**config.mk**
```make
export PLATFORM = sky130hd
export DESIGN_NAME = spi_reg_ctrl
export DESIGN_NICKNAME = d
export VERILOG_FILES = /design/src/rtl/spi_reg_ctrl.sv
export SDC_FILE = /design/constraint.sdc
export NUM_CORES = 1
export LEC_CHECK = 0
export ABC_AREA = 1
export CORE_ASPECT_RATIO = 2
export CORE_MARGIN = 2
export CORE_UTILIZATION = 34
export DETAILED_ROUTE_END_ITERATION = 10
export HOLD_SLACK_MARGIN = 0.02
export PLACE_DENSITY = 0.56
export RECOVER_POWER = 50
export REMOVE_ABC_BUFFERS = 1
export SYNTH_ARGS = -nofsm -noshare
export SYNTH_HDL_FRONTEND = slang
export SYNTH_SLANG_ARGS = --single-unit
```
**constraint.sdc**
```tcl
create_clock -name clk -period 1.5 [get_ports clk]
set_input_delay 0.375 -clock clk [delete_from_list [all_inputs] [get_ports clk]]
set_output_delay 0.375 -clock clk [all_outputs]
set_load 0.01 [all_outputs]
```
**src/rtl/spi_reg_ctrl.sv**
```systemverilog
// Command sequencer between the SPI slave byte interface and the register bus:
// decodes an SSEL-framed command byte, then streams writes/reads with address auto-increment.
module spi_reg_ctrl #(
  parameter int         AUTO_INC  = 1,
  parameter int         TIMEOUT   = 15,
  parameter logic [5:0] STATUS_ID = 6'h25
) (
  input  logic       clk,
  input  logic       resetn,
  input  logic       frame_start,
  input  logic       frame_end,
  input  logic       rx_valid,
  input  logic [7:0] rx_data,
  output logic [7:0] tx_data,
  output logic [6:0] reg_addr,
  output logic [7:0] reg_wdata,
  output logic       reg_we,
  output logic       reg_re,
  input  logic [7:0] reg_rdata,
  input  logic       reg_ack,
  output logic       busy,
  output logic       ovr_flag,
  output logic       to_flag
);

  typedef enum logic [2:0] {
    S_IDLE, S_CMD, S_WR_DATA, S_WR_WAIT, S_RD_WAIT, S_RD_DATA
  } state_t;

  localparam logic [6:0] ADDR_STEP = (AUTO_INC != 0) ? 7'd1 : 7'd0;
  localparam logic [7:0] TO_LIM    = 8'(TIMEOUT);

  state_t     r_state, w_nxt;
  logic [7:0] r_tx, w_tx;
  logic [6:0] r_addr, w_addr;
  logic [7:0] r_wdata, w_wdata;
  logic       r_we, w_we, r_re, w_re;
  logic       r_busy, w_busy;
  logic       r_ovr, w_ovr, r_to, w_to;
  logic [7:0] r_cnt, w_cnt;
  logic       w_tout;
  logic [6:0] w_adv;

  assign w_tout = (r_cnt == TO_LIM);
  assign w_adv  = r_addr + ADDR_STEP;

  always_ff @(posedge clk or negedge resetn) begin
    if (!resetn) r_state <= S_IDLE;
    else         r_state <= w_nxt;
  end

  // frame_start outranks frame_end; frame_end outranks every in-frame event
  always_comb begin
    w_nxt = r_state;
    if (frame_start)    w_nxt = S_CMD;
    else if (frame_end) w_nxt = S_IDLE;
    else begin
      case (r_state)
        S_CMD:     if (rx_valid) w_nxt = rx_data[7] ? S_RD_WAIT : S_WR_DATA;
        S_WR_DATA: if (rx_valid) w_nxt = S_WR_WAIT;
        S_WR_WAIT: if (reg_ack || w_tout) w_nxt = S_WR_DATA;
        S_RD_WAIT: if (reg_ack || w_tout) w_nxt = S_RD_DATA;
        S_RD_DATA: if (rx_valid) w_nxt = S_RD_WAIT;
        default:   w_nxt = r_state;
      endcase
    end
  end

  always_comb begin
    w_tx    = r_tx;
    w_addr  = r_addr;
    w_wdata = r_wdata;
    w_we    = r_we;
    w_re    = r_re;
    w_ovr   = r_ovr;
    w_to    = r_to;
    w_cnt   = r_cnt;
    w_busy  = (w_nxt != S_IDLE);
    if (frame_start) begin
      w_tx  = {r_ovr, r_to, STATUS_ID};
      w_ovr = 1'b0;
      w_to  = 1'b0;
      w_we  = 1'b0;
      w_re  = 1'b0;
      w_cnt = '0;
    end else if (frame_end) begin
      w_we  = 1'b0;
      w_re  = 1'b0;
      w_cnt = '0;
    end else begin
      case (r_state)
        S_CMD: if (rx_valid) begin
          w_addr = rx_data[6:0];
          w_cnt  = '0;
          if (rx_data[7]) w_re = 1'b1;
          else            w_tx = 8'h00;
        end
        S_WR_DATA: if (rx_valid) begin
          w_wdata = rx_data;
          w_we    = 1'b1;
          w_cnt   = '0;
        end
        S_WR_WAIT: begin
          if (rx_valid) w_ovr = 1'b1;
          if (reg_ack) begin
            w_we   = 1'b0;
            w_addr = w_adv;
          end else if (w_tout) begin
            w_we   = 1'b0;
            w_to   = 1'b1;
            w_addr = w_adv;
          end else w_cnt = r_cnt + 8'd1;
        end
        // a timed-out read still advances the address, like a timed-out write
        S_RD_WAIT: begin
          if (rx_valid) w_ovr = 1'b1;
          if (reg_ack) begin
            w_re = 1'b0;
            w_tx = reg_rdata;
          end else if (w_tout) begin
            w_re   = 1'b0;
            w_to   = 1'b1;
            w_tx   = 8'hFF;
            w_addr = w_adv;
          end else w_cnt = r_cnt + 8'd1;
        end
        S_RD_DATA: if (rx_valid) begin
          w_addr = w_adv;
          w_re   = 1'b1;
          w_cnt  = '0;
        end
        default: ;
      endcase
    end
  end

  always_ff @(posedge clk or negedge resetn) begin
    if (!resetn) begin
      r_tx    <= '0;
      r_addr  <= '0;
      r_wdata <= '0;
      r_we    <= 1'b0;
      r_re    <= 1'b0;
      r_busy  <= 1'b0;
      r_ovr   <= 1'b0;
      r_to    <= 1'b0;
      r_cnt   <= '0;
    end else begin
      r_tx    <= w_tx;
      r_addr  <= w_addr;
      r_wdata <= w_wdata;
      r_we    <= w_we;
      r_re    <= w_re;
      r_busy  <= w_busy;
      r_ovr   <= w_ovr;
      r_to    <= w_to;
      r_cnt   <= w_cnt;
    end
  end

  assign tx_data   = r_tx;
  assign reg_addr  = r_addr;
  assign reg_wdata = r_wdata;
  assign reg_we    = r_we;
  assign reg_re    = r_re;
  assign busy      = r_busy;
  assign ovr_flag  = r_ovr;
  assign to_flag   = r_to;

endmodule

```
==> results of run 1 <==
## registers in the layout, indices dropped and copies added (netlist names)
signal	flops
reg_wdata	8
reg_addr	7
to_flag	1
tx_data	8
ovr_flag	1
busy	1
reg_we	1
reg_re	1
r_state	3
r_cnt	8
## report_power, final
group          leakage [nW]  total [mW]  internal, mW  switching (mW)
Clock                0.0628        1.00         0.598           0.405
Sequential            0.508        1.35          1.21           0.141
Combinational          1.47        1.57         0.756           0.818
## layer usage
metal	GRT usage, %	vias to the layer above	wire length (µm)
met2	40.9	71	4440
met5	0	-	0
met3	2.80	24	204
li1	-	1317	-
met1	18.4	1289	2620
met4	12.1	0	352
## layout by cell type (no fill, tap or decap), types with 5 or more instances in the layout
master / n
nand2_1: 80
buf_4: 69
dfrtp_1: 36
inv_1: 31
dlygate4sd2_1: 31
nor2_1: 18
clkdlybuf4s50_1: 17
nand3_1: 16
nand3_2: 12
o21ai_1: 11
nand2_2: 10
nor2_2: 10
nor2_4: 9
o21ai_0: 9
inv_2: 8
nand2_4: 8
a21oi_1: 6
o21ai_2: 6
buf_6: 6
nor3_2: 5
a21oi_2: 5
xor2_1: 5
clkbuf_16: 5
## repair_timing
item                                    in CTS  in global routing
buffers inserted                            11                  7
cloned                                       1                  0
pin swaps                                   14                 15
gates resized for setup                     99                 44
endpoints found under the setup margin      66                 38
## cell type report
cell class | instances | area share (%)
multi-input combinational | 243 | 39.8
timing repair buffer | 126 | 26.1
sequential | 39 | 24.2
inverter | 42 | 4.01
clock buffer | 6 | 3.18
tap | 90 | 2.78
## cell families (layout without fill, tap and decap cells)
group,count (synthesis),count (layout),share of synthesized area (%)
simple gates,187,188,35.1
buf+inv,49,174,8.80
compound gates,40,40,9.21
flops,39,39,40.1
fa+ha+maj,6,6,3.09
xor+xnor,5,5,1.80
mux,4,4,1.85
## worst paths after layout
| kind | start | to | slack, ps | depth (start not counted) |
|---|---|---|---|---|
| worst max-delay path | r_state[2] | r_cnt[4] | -80 | 10 |
| worst min-delay path | resetn | tx_data[6] | 350 | 2 |
| worst max register to register | r_state[2] | r_cnt[4] | -80 | 10 |
| worst min register to register | reg_wdata[4] | reg_wdata[4] | 480 | 2 |
| max in group asynchronous | resetn | r_state[2] | 450 | 2 |
| min in group clk | reg_wdata[4] | reg_wdata[4] | 480 | 2 |
## metrics by stage
stage	setup WS, ps	cells	hold WS, ps	utilization, %	power, mW
detailed placement	-430	523	367	49.8	2.76
global placement	-392	523	365	49.8	2.75
global route	-168	546	461	58.4	4.14
finish	-81.8	546	348	58.4	3.93
floorplan	-60.2	323	79.4	-	1.95
CTS	-63.3	540	66.4	55.6	3.84
## worst max-delay path, cell delays in order, from the launching register on
cell and delay (ps):
dfrtp_2 500, nor2_2 140, nand2_2 110, nand2_4 100
nor2_4 30, nand2_1 60, nand2_2 70, a21oi_4 190
buf_12 170, nand3_2 60, o21ai_1 90
==> results.sh, run 1 <==
export IMPL_track_usage_pct=20.3
export IMPL_rsz0062_at_grt="yes"
export IMPL_synthDistinctLibCells=32
export IMPL_synth_commonest_cells="nand2_1, dfrtp_1, inv_1, nor2_1, nand3_1"
export IMPL_cts_inserted_buffers=5
export IMPL_setup_slack_ps=-81.8
export IMPL_io_pins=50
export IMPL_cp_start_kind="register"
export IMPL_async_flop_share_pct=100
export IMPL_period_minus_slack_ps=1580
export IMPL_powerDensity_mw_per_mm2=969
export IMPL_yosys_area_top_type="dfrtp_1"
export IMPL_clkLatencyLatePin_ps=290
export IMPL_fp_dieH_um=124
export IMPL_num_rows=43
export IMPL_crit_path_max_fanout=10
export IMPL_vias_per_cell=4.95
export IMPL_final_nets=485
export IMPL_stdcell_area_mm2=0.00406
export IMPL_ant_nets=0
export IMPL_syn_inst=330
export IMPL_final_period_utilization_pct=105
export IMPL_grt_max_degree=40
export IMPL_start_util_pct=35.0
export IMPL_grt_first_pass_wirelength_um=12300
export IMPL_finalClockSkew_ps=6.24
export IMPL_setup_tns_ps=-910
export IMPL_place_congestion=0.872
export IMPL_seqCellArea_um2=980
export IMPL_firstDrtPassIters=5
export IMPL_first_iter_violations=85
export IMPL_worst_pin_slew_ps=1020
export IMPL_end_kind="register"
export IMPL_synth_warnings=0
export IMPL_vdd_drop_max_mv=0.521
export IMPL_antenna_found_initial=0
export IMPL_n_fill_cell=622
export IMPL_maxSlewHeadroom_pct=31.8
export IMPL_routed_wirelength_um=7620
export IMPL_synth_edff_count=0
export IMPL_dp_hpwl_um=5510
export IMPL_multi_input_area_mm2=0.00162
export IMPL_p_leak_nw=2.04
export IMPL_die_x_um=63.8
export IMPL_ys_seq_elements=39
export IMPL_cp_arrival_ps=1790
export IMPL_hold_path_class="input port to asynchronous set/reset pin"
export IMPL_netlist_top_cells_area="dfrtp_1, nand2_1, nand3_1, inv_1, nor2_1"
export IMPL_hold_viol=0
export IMPL_hold_buffers=0
export IMPL_synth_flop_cell="dfrtp_1"
export IMPL_syn_to_final_growth_pct=66.8
export IMPL_via_count=2701
export IMPL_clk_pin_slew_ps=60
export IMPL_clockBufferDepth=2
export IMPL_grt_pass1_vias=2800
export IMPL_htree_levels=2
export IMPL_crit_type="register to register"
export IMPL_die_area_mm2=0.00789
export IMPL_drv_slew=0
export IMPL_syn_area_mm2=0.00243
export IMPL_timing_fmax_mhz=632
export IMPL_avgSynthCellArea_um2=7.37
export IMPL_yosysMostFrequentCell="nand2_1"
export IMPL_clockRootBuffer="clkbuf_16"
export IMPL_coreArea_mm2=0.00694
export IMPL_dpl_instance_area_mm2=0.00346
export IMPL_worstPathRequired_ps=1710
export IMPL_status="complete, but fails checks"
export IMPL_drcViolationCount=0
export IMPL_grt_overflow=0
export IMPL_synth_top_area_share_pct=40.1
export IMPL_port_buffers=49
export IMPL_drive_gt1_share_pct=39.5
export IMPL_routedWlPerCell_um=14.0
export IMPL_drv_cap=0
export IMPL_failed_checks="setup timing"
export IMPL_setup_violations_final=24
export IMPL_cts_sinks=39
export IMPL_ys_seq_area_share_pct=40.1
export IMPL_tritoncts="done"
export IMPL_diodes=0
Note: power is estimated with default switching activity, not from simulation.
==> run 2, diff against run 1 <==
--- a/config.mk
+++ b/config.mk
@@ -8,3 +8,3 @@
 export ABC_AREA = 1
-export CORE_ASPECT_RATIO = 2
+export CORE_ASPECT_RATIO = 0.6
 export CORE_MARGIN = 2
==> constraint.sdc (replaced) <==
create_clock -name clk -period 1.5 [get_ports clk]
set_input_delay 0.3 -clock clk [delete_from_list [all_inputs] [get_ports clk]]
set_output_delay 0.3 -clock clk [all_outputs]
set_load 0.01 [all_outputs]
==> run 2 against run 1 <==
Against the previous run:
- the run ends with DRC, setup timing left
- sequential share of layout area fell by 0.26 points
- utilization increased by 1.8 points
- combinational power rose by 6%
- clock-buffer cell count increased by 1
- global-route usage is 0.93 points lower
- first-iteration DRC count up 78%
- register-to-register slack lost 60 ps
- clock skew is 2.3 ps lower
- via count decreased by 4.9%
- critical endpoint unchanged
- largest cell class unchanged
==> results.sh, run 2 (synthesis gave the netlist of run 1 again) <==
export IMPL_setup_violations_final=23
export IMPL_mostFrequentLayoutCell="nand2_1"
export IMPL_dp_hpwl_um=5580
export IMPL_clockRootBuffer="clkbuf_16"
export IMPL_grt_max_degree=23
export IMPL_drive_gt1_share_pct=35.9
export IMPL_period_minus_slack_ps=1640
export IMPL_path_common_cell="nand2_2"
export IMPL_cpPeakStageDelay_ps=460
export IMPL_htree_levels=2
export IMPL_ant_nets=0
export IMPL_cp_start_kind="register"
export IMPL_status="complete, but fails checks"
export IMPL_cts_inserted_buffers=5
export IMPL_clockBufferDepth=2
export IMPL_track_usage_pct=19.4
export IMPL_p_seq_share_pct=33.2
export IMPL_setup_slack_ps=-145
export IMPL_path_cells="nor2_1, nand2_2, nand2_4, nor2_4, nand2_2, nand2_2, a21oi_4, buf_12, buf_12, nand3_2, o21ai_2"
export IMPL_tritoncts="done"
export IMPL_finalClockSkew_ps=3.99
export IMPL_internal_power_mw=2.65
export IMPL_dp_slack_ps=-382
export IMPL_syn_to_final_growth_pct=68.2
export IMPL_maxSlewHeadroom_pct=70.3
export IMPL_path_buf_inv=2
export IMPL_cts_sinks=39
export IMPL_via_count=2568
export IMPL_netSwitchingFraction_pct=33.9
export IMPL_worstPathRequired_ps=1710
export IMPL_grt_first_pass_wirelength_um=12100
export IMPL_final_period_utilization_pct=110
export IMPL_p_leak_nw=2.14
export IMPL_clk_pin_slew_ps=60
export IMPL_holdWs_ps=492
export IMPL_grt_pass1_vias=2423
export IMPL_powerDensity_mw_per_mm2=978
export IMPL_rsz0062_at_grt="yes"
export IMPL_die_area_mm2=0.00787
export IMPL_io_pins=50
export IMPL_first_iter_violations=151
export IMPL_antenna_found_initial=0
export IMPL_final_nets=484
export IMPL_routedWlPerCell_um=14.1
export IMPL_drv_slew=0
export IMPL_failed_checks="DRC, setup timing"
export IMPL_cp_slowest_cell="dfrtp_2"
export IMPL_end_kind="register"
export IMPL_vias_per_cell=4.72
export IMPL_diodes=0
export IMPL_clkLatencyLatePin_ps=280
export IMPL_drcViolationCount=5
export IMPL_worst_pin_slew_ps=445
export IMPL_combPwrFrac_pct=41.7
export IMPL_switchingPower_mw=1.35
export IMPL_clock_power_share_pct=25.1
export IMPL_hold_viol=0
export IMPL_cp_arrival_ps=1850
export IMPL_firstDrtPassIters=7
export IMPL_routed_wirelength_um=7670
export IMPL_timing_fmax_mhz=608
export IMPL_fp_dieH_um=69.5
export IMPL_vdd_drop_max_mv=0.424
export IMPL_place_congestion=0.891
export IMPL_layout_common_cells="nand2_1, buf_4, dfrtp_1, inv_1, clkdlybuf4s50_1"
export IMPL_coreArea_mm2=0.00679
export IMPL_start_util_pct=35.8
export IMPL_num_rows=23
export IMPL_port_buffers=49
export IMPL_grt_overflow=0
export IMPL_crit_family="simple AND/OR/NAND/NOR gates"
export IMPL_crit_path_max_fanout=6
export IMPL_drv_cap=0
export IMPL_die_x_um=113
export IMPL_hold_path_class="register to register"
export IMPL_crit_type="register to register"
## run 2: changes by cell type in the layout (fill, tap and decap cells not counted), moves of 4 or more
cell | before | now
nand3_1 | 16 | 23
buf_4 | 69 | 64
clkdlybuf4s50_1 | 17 | 29
o21ai_1 | 11 | 5
nor2_2 | 10 | 4
dlygate4sd2_1 | 31 | 9
nor2_1 | 18 | 27
nand3_2 | 12 | 4
dlymetal6s2s_1 | 0 | 10
o21ai_2 | 6 | 10
## run 2: layer usage
| layer | GRT usage (%) | part of all wire (%) |
|---|---|---|
| met1 | 31.5 | 51 |
| met2 | 26.1 | 42 |
| met3 | 3.50 | 6.4 |
| met4 | 4.20 | 0.56 |
| met5 | 0 | 0 |
## run 2: what timing repair did
action,4_1_cts,5_1_grt
pin swaps,10,30
gates resized for setup,53,62
buffers inserted,14,7
hold endpoints to repair,17,0
hold buffers,1,0
gates cloned,1,0
setup endpoints to repair,46,43
## run 2: worst reg2reg max path, stage by stage, from the launching register on
cell and delay, ps:
dfrtp_2 460, nor2_1 130, nand2_2 110, nand2_4 110, nor2_4 40, nand2_2 60
nand2_2 60, a21oi_4 190, buf_12 150, buf_12 120, nand3_2 70, o21ai_2 60
## run 2: layout make-up
class	count	area [µm²]
Fill cell	623	2700
Multi-Input combinational cell	242	1540
Timing Repair Buffer	126	1160
Sequential cell	39	977
Inverter	42	163
Clock buffer	7	133
Tap cell	87	109
Clock inverter	1	5.00
## run 2: stage by stage
| step | cells | cell area, µm² | utilization, % | total power, mW | setup TNS [ps] |
|---|---|---|---|---|---|
| 2_1_floorplan | 323 | 2380 | - | 1.95 | -73.1 |
| 3_3_place_gp | 515 | 3420 | 50.3 | 2.73 | -8890 |
| 3_5_place_dp | 515 | 3420 | 50.3 | 2.75 | -10360 |
| 4_1_cts | 539 | 3830 | 56.4 | 3.89 | -1560 |
| 5_1_grt | 544 | 4090 | 60.2 | 4.27 | -4960 |
| 6_report | 544 | 4090 | 60.2 | 4.00 | -1520 |
## run 2: worst paths after layout
kind / to / cells past startpoint / slack, ps / start
max in group asynchronous: reg_addr[2] / 3 / 260 / resetn
worst max-delay path: r_cnt[4] / 11 / -140 / r_state[2]
worst min register to register: tx_data[6] / 2 / 490 / tx_data[6]
worst max register to register: r_cnt[4] / 11 / -140 / r_state[2]
min in group asynchronous: busy / 2 / 500 / resetn
worst min-delay path: tx_data[6] / 2 / 490 / tx_data[6]
## run 2: power by group through the flow
stage                     Sequential, mW  Clock (mW)  Combinational, mW
after floorplan                     1.43           0              0.519
after global placement              1.36           0               1.37
after detailed placement            1.36           0               1.40
after CTS                           1.33        1.03               1.53
after global routing                1.35        1.09               1.82
final                               1.33        1.00               1.67
==> run 3, diff against run 2 <==
Settings changed: PLACE_DENSITY 0.56 to 0.54, TNS_END_PERCENT set to 30.
Clock period 1.5 ns to 2.1 ns, I/O delays scaled along.
==> run 3 against run 2 <==
Against the previous run:
- register-to-register slack better by 480 ps
- cell count is 12% lower
- the run ends with DRC left
- maximum frequency down 7.0%
- critical path depth did not move
- worst setup slack better by 480 ps
- clock power shrank 27%
- final area shrank 22%
- sequential share of layout area is 6.6 points higher
- via count decreased by 12%
- total power down 37%
==> results.sh, run 3 (synthesis gave the netlist of run 1 again) <==
export IMPL_rsz0062_at_grt="no"
export IMPL_crit_family="simple AND/OR/NAND/NOR gates"
export IMPL_setup_tns_ps=0
export IMPL_cp_arrival_ps=1990
export IMPL_finalClockSkew_ps=5.91
export IMPL_switchingPower_mw=0.840
export IMPL_tritoncts="done"
export IMPL_antenna_found_initial=0
export IMPL_via_count=2271
export IMPL_cp_start_kind="register"
export IMPL_final_period_utilization_pct=84.2
export IMPL_track_usage_pct=17.5
export IMPL_setup_worst_path_start="r_cnt[1]"
export IMPL_ctsResizeCount=0
export IMPL_failed_checks="DRC"
export IMPL_cts_setup_buffers=0
export IMPL_path_common_cell="nand2_1"
export IMPL_layout_common_cells="nand2_1, dfrtp_1, inv_1, clkdlybuf4s50_1, nor2_1"
export IMPL_firstDrtPassIters=7
export IMPL_reg2reg_depth=11
export IMPL_clkLatencyLatePin_ps=280
export IMPL_vias_per_cell=4.74
export IMPL_netSwitchingFraction_pct=33.5
export IMPL_die_x_um=113
export IMPL_crit_type="register to register"
export IMPL_r2r_start="r_cnt[1]"
export IMPL_p_seq_share_pct=39.1
export IMPL_stdcell_area_mm2=0.00320
export IMPL_setup_violations_final=0
export IMPL_hold_viol=0
export IMPL_clockRootBuffer="clkbuf_16"
export IMPL_vdd_drop_max_mv=0.332
export IMPL_drcViolationCount=5
export IMPL_path_depth=11
export IMPL_cp_slowest_cell="dfrtp_1"
export IMPL_clock_power_share_pct=29.2
export IMPL_port_buffers=49
export IMPL_routed_wirelength_um=6530
export IMPL_mostFrequentLayoutCell="nand2_1"
export IMPL_final_nets=419
export IMPL_period_minus_slack_ps=1770
export IMPL_coreArea_mm2=0.00679
export IMPL_routedWlPerCell_um=13.6
export IMPL_cts_sinks=39
export IMPL_grt_max_degree=40
export IMPL_clk_pin_slew_ps=60
export IMPL_fp_dieH_um=69.5
export IMPL_combPwrFrac_pct=31.7
export IMPL_grt_overflow=0
export IMPL_path_cells="ha_1, nand2_1, nor2_2, nand3_2, nand3_1, nand2_1, nor2_1, nand2_1, nand2_1, nand2_1, nand2_1"
export IMPL_worstPathRequired_ps=2320
export IMPL_timing_fmax_mhz=565
export IMPL_place_congestion=0.849
export IMPL_diodes=0
export IMPL_drv_cap=0
export IMPL_grt_pass1_vias=2113
export IMPL_cpPeakStageDelay_ps=370
export IMPL_crit_path_max_fanout=7
export IMPL_p_leak_nw=1.56
export IMPL_worst_pin_slew_ps=1000
export IMPL_die_area_mm2=0.00787
export IMPL_path_buf_inv=0
export IMPL_powerDensity_mw_per_mm2=784
export IMPL_num_rows=23
export IMPL_io_pins=50
export IMPL_first_iter_violations=152
export IMPL_drv_slew=0
export IMPL_syn_to_final_growth_pct=31.5
export IMPL_cts_inserted_buffers=5
export IMPL_dpl_instance_area_mm2=0.00307
export IMPL_grt_first_pass_wirelength_um=11000
export IMPL_htree_levels=2
export IMPL_end_kind="register"
export IMPL_status="complete, but fails checks"
export IMPL_maxSlewHeadroom_pct=33.2
export IMPL_hold_path_class="input port to asynchronous set/reset pin"
export IMPL_ant_nets=0
export IMPL_drive_gt1_share_pct=12.5
export IMPL_internal_power_mw=1.67
export IMPL_hold_buffers=0
export IMPL_dp_hpwl_um=5110
export IMPL_clockBufferDepth=2
export IMPL_start_util_pct=35.8
[run 3: cell types whose count changed in the layout (fill, tap and decap cells not counted), sizes merged]
| cell | change |
|---|---|
| buf | -63 |
| dlymetal6s2s | -10 |
| dlygate4sd3 | +10 |
| clkinv | +2 |
| dlygate4sd2 | -9 |
| clkbuf | -3 |
| clkdlybuf4s50 | +8 |
[run 3: through the flow]
step | cells | total power, mW | hold slack, ps | util (%) | setup WS [ps]
after floorplan | 323 | 1.39 | 124 | - | 540
after global placement | 471 | 1.80 | 408 | 45.2 | 87.9
after detailed placement | 471 | 1.81 | 410 | 45.2 | 53.8
after CTS | 479 | 2.55 | 110 | 47.3 | 344
after global routing | 479 | 2.67 | 489 | 47.1 | 77.0
final | 479 | 2.51 | 385 | 47.1 | 331
[run 3: path summary, 6_finish.rpt]
check / endpoint / slack, ps
worst max-delay path: reg_addr[2] / 330
worst min-delay path: busy / 390
worst max register to register: reg_addr[2] / 330
worst min register to register: tx_data[6] / 470
max in group asynchronous: reg_addr[0] / 1100
min in group clk: tx_data[6] / 470
[run 3: worst reg2reg max path, delay by kind of cell (launching register included)]
family        cells  cell delay [ps]
flops             1              370
simple gates     10             1140
fa+ha+maj         1              200
[run 3: cell type report]
| class | instances | area (µm²) |
|---|---|---|
| fillers | 676 | 3590 |
| multi-input cells | 242 | 1240 |
| flip-flops and latches | 39 | 976 |
| repair buffers | 61 | 573 |
| inverters | 42 | 158 |
| clock buffers | 5 | 125 |
| well taps | 87 | 109 |
| clock inverters | 3 | 15.0 |
[run 3: power groups by stage]
| stage | registers (mW) | logic [mW] | clock network (mW) |
|---|---|---|---|
| after floorplan | 1.02 | 0.371 | 0 |
| after global placement | 0.994 | 0.809 | 0 |
| after detailed placement | 0.994 | 0.812 | 0 |
| after CTS | 0.981 | 0.818 | 0.753 |
| after global routing | 0.999 | 0.893 | 0.777 |
| final | 0.979 | 0.795 | 0.731 |
[run 3: metal layers]
metal / GRT usage, % / vias to the layer above / part of all wire [%]
li1: - / 1178 / -
met1: 29.8 / 1035 / 58
met2: 22.0 / 56 / 36
met3: 4.02 / 2 / 5.9
met4: 2.44 / 0 / 0.20
met5: 0 / - / 0
